<file path="src/rtl/adc_pkg.sv">
// Shared types and helpers for the LTC2308 acquisition block.
// Holds the scan FSM states and the ADC config word builder.
package adc_pkg;

    typedef enum logic [2:0] {
        IDLE,
        START,
        WAIT,
        SHIFT,
        DONE,
        GAP
    } state_t;

    localparam int ADC_BITS = 12;
    localparam int CFG_BITS = 6;

    localparam logic SD_SINGLE    = 1'b1;
    localparam logic UNI_UNIPOLAR = 1'b1;
    localparam logic SLP_NAP      = 1'b0;

    // LTC2308 input word: S/D, O/S, S1, S0, UNI, SLP
    function automatic logic [CFG_BITS-1:0] cfg_word(input logic [2:0] ch);
        return {SD_SINGLE, ch[0], ch[2], ch[1], UNI_UNIPOLAR, SLP_NAP};
    endfunction

endpackage

</file>
<file path="src/rtl/adc_ltc2308_reader_if.sv">
// ADC_BUS pins plus the tagged sample stream of the acquisition block.
// master = reader side, slave = pins/consumer side.
interface adc_ltc2308_reader_if;
    import adc_pkg::*;

    logic                adc_convst;
    logic                adc_sck;
    logic                adc_sdi;
    logic                adc_sdo;
    logic                sample_valid;
    logic [ADC_BITS-1:0] sample_data;
    logic [2:0]          sample_ch;

    modport master (
        output adc_convst, adc_sck, adc_sdi,
        output sample_valid, sample_data, sample_ch,
        input  adc_sdo
    );

    modport slave (
        input  adc_convst, adc_sck, adc_sdi,
        input  sample_valid, sample_data, sample_ch,
        output adc_sdo
    );

endinterface

</file>
<file path="src/rtl/adc_spi_shift.sv">
// SCK generator and 12-bit serial transfer: config out on SDI, data in on SDO.
// done is high in the last clk of the final high phase; data is valid then.
module adc_spi_shift
    import adc_pkg::*;
#(
    parameter int CLK_DIV = 4
) (
    input  logic                clk,
    input  logic                reset,
    input  logic                start,
    input  logic [CFG_BITS-1:0] cfg,
    input  logic                sdo,
    output logic                sck,
    output logic                sdi,
    output logic                done,
    output logic [ADC_BITS-1:0] data
);

    localparam int DW = $clog2(CLK_DIV);

    logic                active;
    logic                phase_hi;
    logic [DW-1:0]       div_cnt;
    logic [3:0]          bit_cnt;
    logic [CFG_BITS-2:0] cfg_sh;
    logic [ADC_BITS-2:0] data_sh;
    logic                phase_end;

    assign phase_end = active && (div_cnt == DW'(CLK_DIV - 1));
    assign done = phase_end && phase_hi && (bit_cnt == 4'(ADC_BITS - 1));
    assign data = {data_sh, sdo};

    always_ff @(posedge clk) begin
        if (reset) begin
            active   <= 1'b0;
            phase_hi <= 1'b0;
            div_cnt  <= '0;
            bit_cnt  <= '0;
            cfg_sh   <= '0;
            data_sh  <= '0;
            sck      <= 1'b0;
            sdi      <= 1'b0;
        end else if (start) begin
            active   <= 1'b1;
            phase_hi <= 1'b0;
            div_cnt  <= '0;
            bit_cnt  <= '0;
            sck      <= 1'b0;
            sdi      <= cfg[CFG_BITS-1];
            cfg_sh   <= cfg[CFG_BITS-2:0];
        end else if (active) begin
            div_cnt <= phase_end ? '0 : div_cnt + 1'b1;
            if (phase_end) begin
                phase_hi <= !phase_hi;
                sck      <= !phase_hi;
                // end of high phase: capture SDO, present next SDI bit
                if (phase_hi) begin
                    data_sh <= data[ADC_BITS-2:0];
                    sdi     <= cfg_sh[CFG_BITS-2];
                    cfg_sh  <= {cfg_sh[CFG_BITS-3:0], 1'b0};
                    bit_cnt <= bit_cnt + 4'd1;
                    if (done) active <= 1'b0;
                end
            end
        end
    end

endmodule

</file>
<file path="src/rtl/adc_ltc2308_reader.sv">
// LTC2308 scan reader: continuous channel scan with tagged 12-bit samples.
// Define ADC_MINMAX_EN to build the peak_min/peak_max trackers.
module adc_ltc2308_reader
    import adc_pkg::*;
#(
    parameter int CLK_DIV     = 4,
    parameter int CONV_CYCLES = 80,
    parameter int NUM_CH      = 8,
    parameter int GAP_CYCLES  = 4
) (
    input  logic                clk,
    input  logic                reset,
    input  logic                enable,
    input  logic                peak_clear,
    output logic                busy,
    output logic [ADC_BITS-1:0] peak_min,
    output logic [ADC_BITS-1:0] peak_max,
    adc_ltc2308_reader_if.master bus
);

    state_t              state;
    logic [15:0]         cnt;
    logic [2:0]          cur_ch;
    logic [2:0]          prev_ch;
    logic                prime;
    logic                spi_start;
    logic                spi_done;
    logic [ADC_BITS-1:0] spi_data;

    assign spi_start = (state == WAIT) && (cnt == 16'(CONV_CYCLES - 1));

    adc_spi_shift #(.CLK_DIV(CLK_DIV)) u_shift (
        .clk   (clk),
        .reset (reset),
        .start (spi_start),
        .cfg   (cfg_word(cur_ch)),
        .sdo   (bus.adc_sdo),
        .sck   (bus.adc_sck),
        .sdi   (bus.adc_sdi),
        .done  (spi_done),
        .data  (spi_data)
    );

    always_ff @(posedge clk) begin
        if (reset) begin
            state            <= IDLE;
            cnt              <= '0;
            bus.adc_convst   <= 1'b0;
            bus.sample_valid <= 1'b0;
            bus.sample_data  <= '0;
            bus.sample_ch    <= '0;
            busy             <= 1'b0;
            cur_ch           <= '0;
            prev_ch          <= '0;
            prime            <= 1'b0;
        end else begin
            unique case (state)
                IDLE: if (enable) begin
                    state          <= START;
                    cnt            <= '0;
                    bus.adc_convst <= 1'b1;
                    busy           <= 1'b1;
                end
                START: if (cnt == 16'd1) begin
                    state          <= WAIT;
                    cnt            <= '0;
                    bus.adc_convst <= 1'b0;
                end else begin
                    cnt <= cnt + 16'd1;
                end
                WAIT: if (spi_start) state <= SHIFT;
                      else cnt <= cnt + 16'd1;
                // data read now was converted with last frame's config
                SHIFT: if (spi_done) begin
                    state            <= DONE;
                    bus.sample_valid <= prime;
                    if (prime) begin
                        bus.sample_data <= spi_data;
                        bus.sample_ch   <= prev_ch;
                    end
                end
                DONE: begin
                    state            <= GAP;
                    cnt              <= '0;
                    bus.sample_valid <= 1'b0;
                    prime            <= 1'b1;
                    prev_ch          <= cur_ch;
                    cur_ch <= (cur_ch == 3'(NUM_CH - 1)) ? 3'd0 : cur_ch + 3'd1;
                end
                GAP: if (cnt == 16'(GAP_CYCLES - 1)) begin
                    cnt <= '0;
                    if (enable) begin
                        state          <= START;
                        bus.adc_convst <= 1'b1;
                    end else begin
                        state <= IDLE;
                        busy  <= 1'b0;
                    end
                end else begin
                    cnt <= cnt + 16'd1;
                end
                default: state <= IDLE;
            endcase
        end
    end

`ifdef ADC_MINMAX_EN
    always_ff @(posedge clk) begin
        if (reset) begin
            peak_min <= '1;
            peak_max <= '0;
        end else if (peak_clear) begin
            peak_min <= bus.sample_valid ? bus.sample_data : '1;
            peak_max <= bus.sample_valid ? bus.sample_data : '0;
        end else if (bus.sample_valid) begin
            if (bus.sample_data < peak_min) peak_min <= bus.sample_data;
            if (bus.sample_data > peak_max) peak_max <= bus.sample_data;
        end
    end
`else
    logic unused_peak_clear;
    assign unused_peak_clear = peak_clear;
    assign peak_min = '1;
    assign peak_max = '0;
`endif

endmodule

</file>
<file path="src/flat_wrapper.sv">
// flat-port wrapper written by rule: the top's interface ports become plain ports
module adc_ltc2308_reader_flat import adc_pkg::*;
#(
    parameter int CLK_DIV     = 4,
    parameter int CONV_CYCLES = 80,
    parameter int NUM_CH      = 8,
    parameter int GAP_CYCLES  = 4
)
  (clk, reset, enable, peak_clear, busy, peak_min, peak_max, bus_adc_convst, bus_adc_sck, bus_adc_sdi, bus_sample_valid, bus_sample_data, bus_sample_ch, bus_adc_sdo);
  adc_ltc2308_reader_if bus_i ();
  input  logic clk;
  input  logic reset;
  input  logic enable;
  input  logic peak_clear;
  output logic busy;
  output logic [ADC_BITS-1:0] peak_min;
  output logic [ADC_BITS-1:0] peak_max;
  output wire logic [$bits(bus_i.adc_convst)-1:0] bus_adc_convst;
  output wire logic [$bits(bus_i.adc_sck)-1:0] bus_adc_sck;
  output wire logic [$bits(bus_i.adc_sdi)-1:0] bus_adc_sdi;
  output wire logic [$bits(bus_i.sample_valid)-1:0] bus_sample_valid;
  output wire logic [$bits(bus_i.sample_data)-1:0] bus_sample_data;
  output wire logic [$bits(bus_i.sample_ch)-1:0] bus_sample_ch;
  input wire logic [$bits(bus_i.adc_sdo)-1:0] bus_adc_sdo;
  assign bus_adc_convst = bus_i.adc_convst;
  assign bus_adc_sck = bus_i.adc_sck;
  assign bus_adc_sdi = bus_i.adc_sdi;
  assign bus_sample_valid = bus_i.sample_valid;
  assign bus_sample_data = bus_i.sample_data;
  assign bus_sample_ch = bus_i.sample_ch;
  assign bus_i.adc_sdo = bus_adc_sdo;
  adc_ltc2308_reader #(.CLK_DIV(CLK_DIV), .CONV_CYCLES(CONV_CYCLES), .NUM_CH(NUM_CH), .GAP_CYCLES(GAP_CYCLES)) u_core (.clk(clk), .reset(reset), .enable(enable), .peak_clear(peak_clear), .busy(busy), .peak_min(peak_min), .peak_max(peak_max), .bus(bus_i));
endmodule
</file>
<file path="config.mk">
export PLATFORM = sky130hd
export DESIGN_NAME = adc_ltc2308_reader_flat
export DESIGN_NICKNAME = d
export VERILOG_FILES = /design/src/rtl/adc_pkg.sv /design/src/rtl/adc_ltc2308_reader_if.sv /design/src/rtl/adc_spi_shift.sv /design/src/rtl/adc_ltc2308_reader.sv /design/src/flat_wrapper.sv
export SDC_FILE = /design/constraint.sdc
export NUM_CORES = 1
export LEC_CHECK = 0
export ABC_AREA = 0
export ABC_CLOCK_PERIOD_IN_PS = 5200
export BUFFER_PORTS_ARGS = -buffer_cell sky130_fd_sc_hd__buf_2
export CELL_PAD_IN_SITES_DETAIL_PLACEMENT = 0
export CELL_PAD_IN_SITES_GLOBAL_PLACEMENT = 2
export CORE_MARGIN = 4
export CORE_UTILIZATION = 37
export DETAILED_ROUTE_END_ITERATION = 7
export HOLD_SLACK_MARGIN = 0.06
export PLACE_DENSITY_LB_ADDON = 0.2
export SLEW_MARGIN = 20
export SYNTH_ARGS = -nofsm -noshare
export SYNTH_HDL_FRONTEND = slang
export SYNTH_SLANG_ARGS = --single-unit
</file>
<file path="constraint.sdc">
create_clock -name clk -period 5.2 [get_ports clk]
set_input_delay 0.52 -clock clk [delete_from_list [all_inputs] [get_ports clk]]
set_output_delay 0.52 -clock clk [all_outputs]
set_load 0.1 [all_outputs]
</file>
==> key figures <==
Outcome
  – Status: completed

Synth
  – Cell Area, Synth: 3242 µm²
  – Flops & latches, synth: 68
  – Warnings, synthesis: 0
  – Yosys top cell by area: dfxtp_1
  – Synth top area cells: dfxtp_1 42%, mux2i_1 8.6%, buf_4 6.5%
  – Post-synth EDFFs: 0
  – Synth Area per Inst: 9.030 µm²
  – Top FF cell, synth: dfxtp_1
  – Count of cell types in the netlist: 47
  – Post-synth top cells: 68 x dfxtp_1, 50 x nor2_1, 28 x buf_4, 28 x mux2i_1, 27 x nand2_1
  – Gate Count Post-Synth: 359
  – Seq/Total Area, Yosys: 0.4199
  – Top cell type's share of synthesized area: 0.4199
  – Ys async rst share: 0
  – Most common cell in the netlist: dfxtp_1

Global routing
  – GRT Total Usage: 0.1305
  – First-pass GRT wire length: 10.74 mm
  – Total gr overflow: 0
  – Initial antenna violation count: 0
  – Vias in the first global route: 2,256
  – Pin count of the biggest net entering global routing: 49

CTS
  – Clock tree buffer depth: 2
  – H-tree depth: 3
  – Clk_lat worst skew: 0.34 ns
  – Clk root buf: clkbuf_8
  – CTS tree: yes
  – Post_cts resized: 0
  – CTS clk-pin slew, worst paths: 0.08 ns
  – Sink Count: 68
  – Cts bufs inserted: 9
  – CTS Hold Bufs: 0
  – Post-CTS Setup Inserts: 0

Setup path
  – CP Class: reg2reg
  – Required @ worst endpoint: 5.47 ns
  – Crit-path max FO: 11
  – Worst path arrival time: 2.50 ns
  – Reg2reg setup slack: 2.97 ns
  – Crit-path cells: ha_1, and4_1, nand4_4, o21ai_1, nand2_1, a21oi_1
  – Worst path slowest cell: o21ai_1
  – Startpoint Class: register
  – Critical Path End Type: register
  – Worst path max stage delay: 0.71 ns
  – WP buf/inv: 0
  – Top delay family on crit path: compound AO/OA/AOI/OAI gates

Job
  – Max_cap viols: 0

Placement
  – Port Buf Inserts: 23
  – Post-DP HPWL: 4.278 mm
  – GPL Wtd Cong: 0.7317

Detailed routing
  – Routed vias/inst: 4.979
  – Drt pass-1 iters: 4
  – # DRC: 0
  – Antenna-violating nets left: 0
  – DR iter-0 viols: 70
  – Vias: 2,405
  – Routed WL: 6.266 mm
  – Avg WL per Cell: 12.97 µm

Layout
  – Syn-to-layout area delta: 9.803%
  – Layout cell share with drive strength beyond 1: 0.1402
  – Fillcell total: 881
  – Ant. Diodes: 0
  – Post-layout nets: 384

Timing
  – TNS Setup: 0 ns
  – F_max: 447.6 MHz
  – Unrepaired setup endpoints after global routing: false
  – Slew Limit Headroom: 0.3448
  – Hold Vio Cnt, Final: 0
  – Clk_skew: 0.01145 ns
  – Max-slew violations: 0
  – Fin crit share: 0.4296
  – Slew @ Worst Pin: 0.9828 ns
  – Setup violators final: 0
  – Min cycle time layout: 2.234 ns

Worst hold path
  – Hold/Removal Path Class: in2reg

Floorplan
  – Initial core utilization: 0.3868
  – Cell row count: 33
  – Ports: 49
  – Core Area: 8382 µm²
  – Die area: 10,320 µm²
  – Die height: 101.6 µm
  – Die Wd: 101.6 µm

Pwr
  – Power per Cell Area: 347.4 nW/µm²
  – Leakage: 1.466 nW
  – Total power: 1.236 mW
  – Maximum VDD drop: 0.0001409 V
[registers in the layout (all words and copies together) (netlist names)]
| signal | cells |
|---|---|
| u_core.cnt | 16 |
| u_core.bus.sample_data | 12 |
| u_core.u_shift.data_sh | 11 |
| u_core.u_shift.bit_cnt | 4 |
| u_core.u_shift.cfg_sh | 4 |
| u_core.bus.sample_ch | 3 |
| u_core.cur_ch | 3 |
| u_core.prev_ch | 3 |
| u_core.state | 3 |
| u_core.u_shift.div_cnt | 2 |
| u_core.bus.adc_convst | 1 |
| u_core.bus.sample_valid | 1 |
| u_core.busy | 1 |
| u_core.prime | 1 |
| u_core.u_shift.active | 1 |
| u_core.u_shift.phase_hi | 1 |
| u_core.u_shift.sdi | 1 |
[metal layers]
layer / track usage / vias up / part of all wire
met5: 0 / - / 0
met3: 0.04339 / 7 / 0.051
met2: 0.2007 / 54 / 0.44
met4: 0.03681 / 0 / 0.0085
met1: 0.1750 / 1119 / 0.50
li1: - / 1225 / -
[placed cells by master (no fill, tap or decap), types with 2 or more instances in the layout]
cell type,instances
a211oi_1,2
a211oi_2,4
a21oi_1,18
a31oi_1,5
and3_1,3
and4_1,3
buf_2,23
bufinv_16,4
clkbuf_8,9
clkinv_4,2
conb_1,24
dfxtp_1,68
ha_1,6
inv_1,6
mux2i_1,28
nand2_1,27
nand2b_1,2
nand3_1,23
nand3b_1,2
nand4_1,10
nor2_1,50
nor2b_1,3
nor3_1,8
nor3b_1,3
nor4_4,2
o211ai_1,3
o21ai_0,7
o21ai_1,3
xor2_1,12
[report_power, final]
group          internal, mW  switching (mW)  leakage, nW
Sequential            0.523         0.00428        0.548
Clock                 0.370           0.214        0.134
Combinational        0.0123           0.112        0.784
Total                 0.906           0.331         1.47
[worst reg2reg max path, delay by kind of cell, from the launching register on]
family,cells,cell delay (ns)
AND/OR/NAND/NOR,3,0.58
AO/OA/AOI/OAI,2,0.87
flip-flops,1,0.42
adder cells (fa/ha/maj),1,0.29
[kinds of logic after synthesis]
logic type / count (synthesis) / synth area share
flip-flops: 68 / 0.4199
AND/OR/NAND/NOR: 145 / 0.2351
buffers and inverters: 48 / 0.09378
other: 2 / 0.002317
AO/OA/AOI/OAI: 48 / 0.09726
multiplexers: 29 / 0.09340
XOR/XNOR: 13 / 0.03512
adder cells (fa/ha/maj): 6 / 0.02316
[area by class of cell]
| class | count | area (µm²) | area share |
|---|---|---|---|
| Inverter | 6 | 22.52 | 0.006327 |
| Clock buffer | 9 | 123.9 | 0.03480 |
| Multi-Input combinational cell | 265 | 1659 | 0.4661 |
| Clock inverter | 7 | 146.4 | 0.04112 |
| Tap cell | 105 | 131.4 | 0.03691 |
| Timing Repair Buffer | 23 | 115.1 | 0.03234 |
| Sequential cell | 68 | 1361 | 0.3824 |
[final timing paths]
| path | from | end | cells after the start |
|---|---|---|---|
| setup / recovery | u_core.cnt[0]$_SDFFE_PP0P_ | u_core.u_shift.data_sh[2]$_SDFFE_PP0P_ | 6 |
| hold / removal | bus_adc_sdo | u_core.bus.sample_data[0]$_SDFFE_PP0P_ | 3 |
| setup reg to reg | u_core.cnt[0]$_SDFFE_PP0P_ | u_core.u_shift.data_sh[2]$_SDFFE_PP0P_ | 6 |
| hold reg to reg | u_core.u_shift.data_sh[10]$_SDFFE_PP0P_ | u_core.u_shift.data_sh[10]$_SDFFE_PP0P_ | 2 |
[stage by stage]
step	hold WS, ns	std cells	utilization	setup WS [ns]	area, µm²
6_report	0.4456	483	0.4247	2.966	3560
5_1_grt	0.4296	483	0.4247	2.747	3560
4_1_cts	0.4290	483	0.4247	2.922	3560
3_5_place_dp	0.4517	467	0.3924	2.810	3289
3_3_place_gp	0.4451	467	0.3924	2.775	3289
2_1_floorplan	0.4357	381	-	2.853	3324
Power figures use the tool's default switching activity.
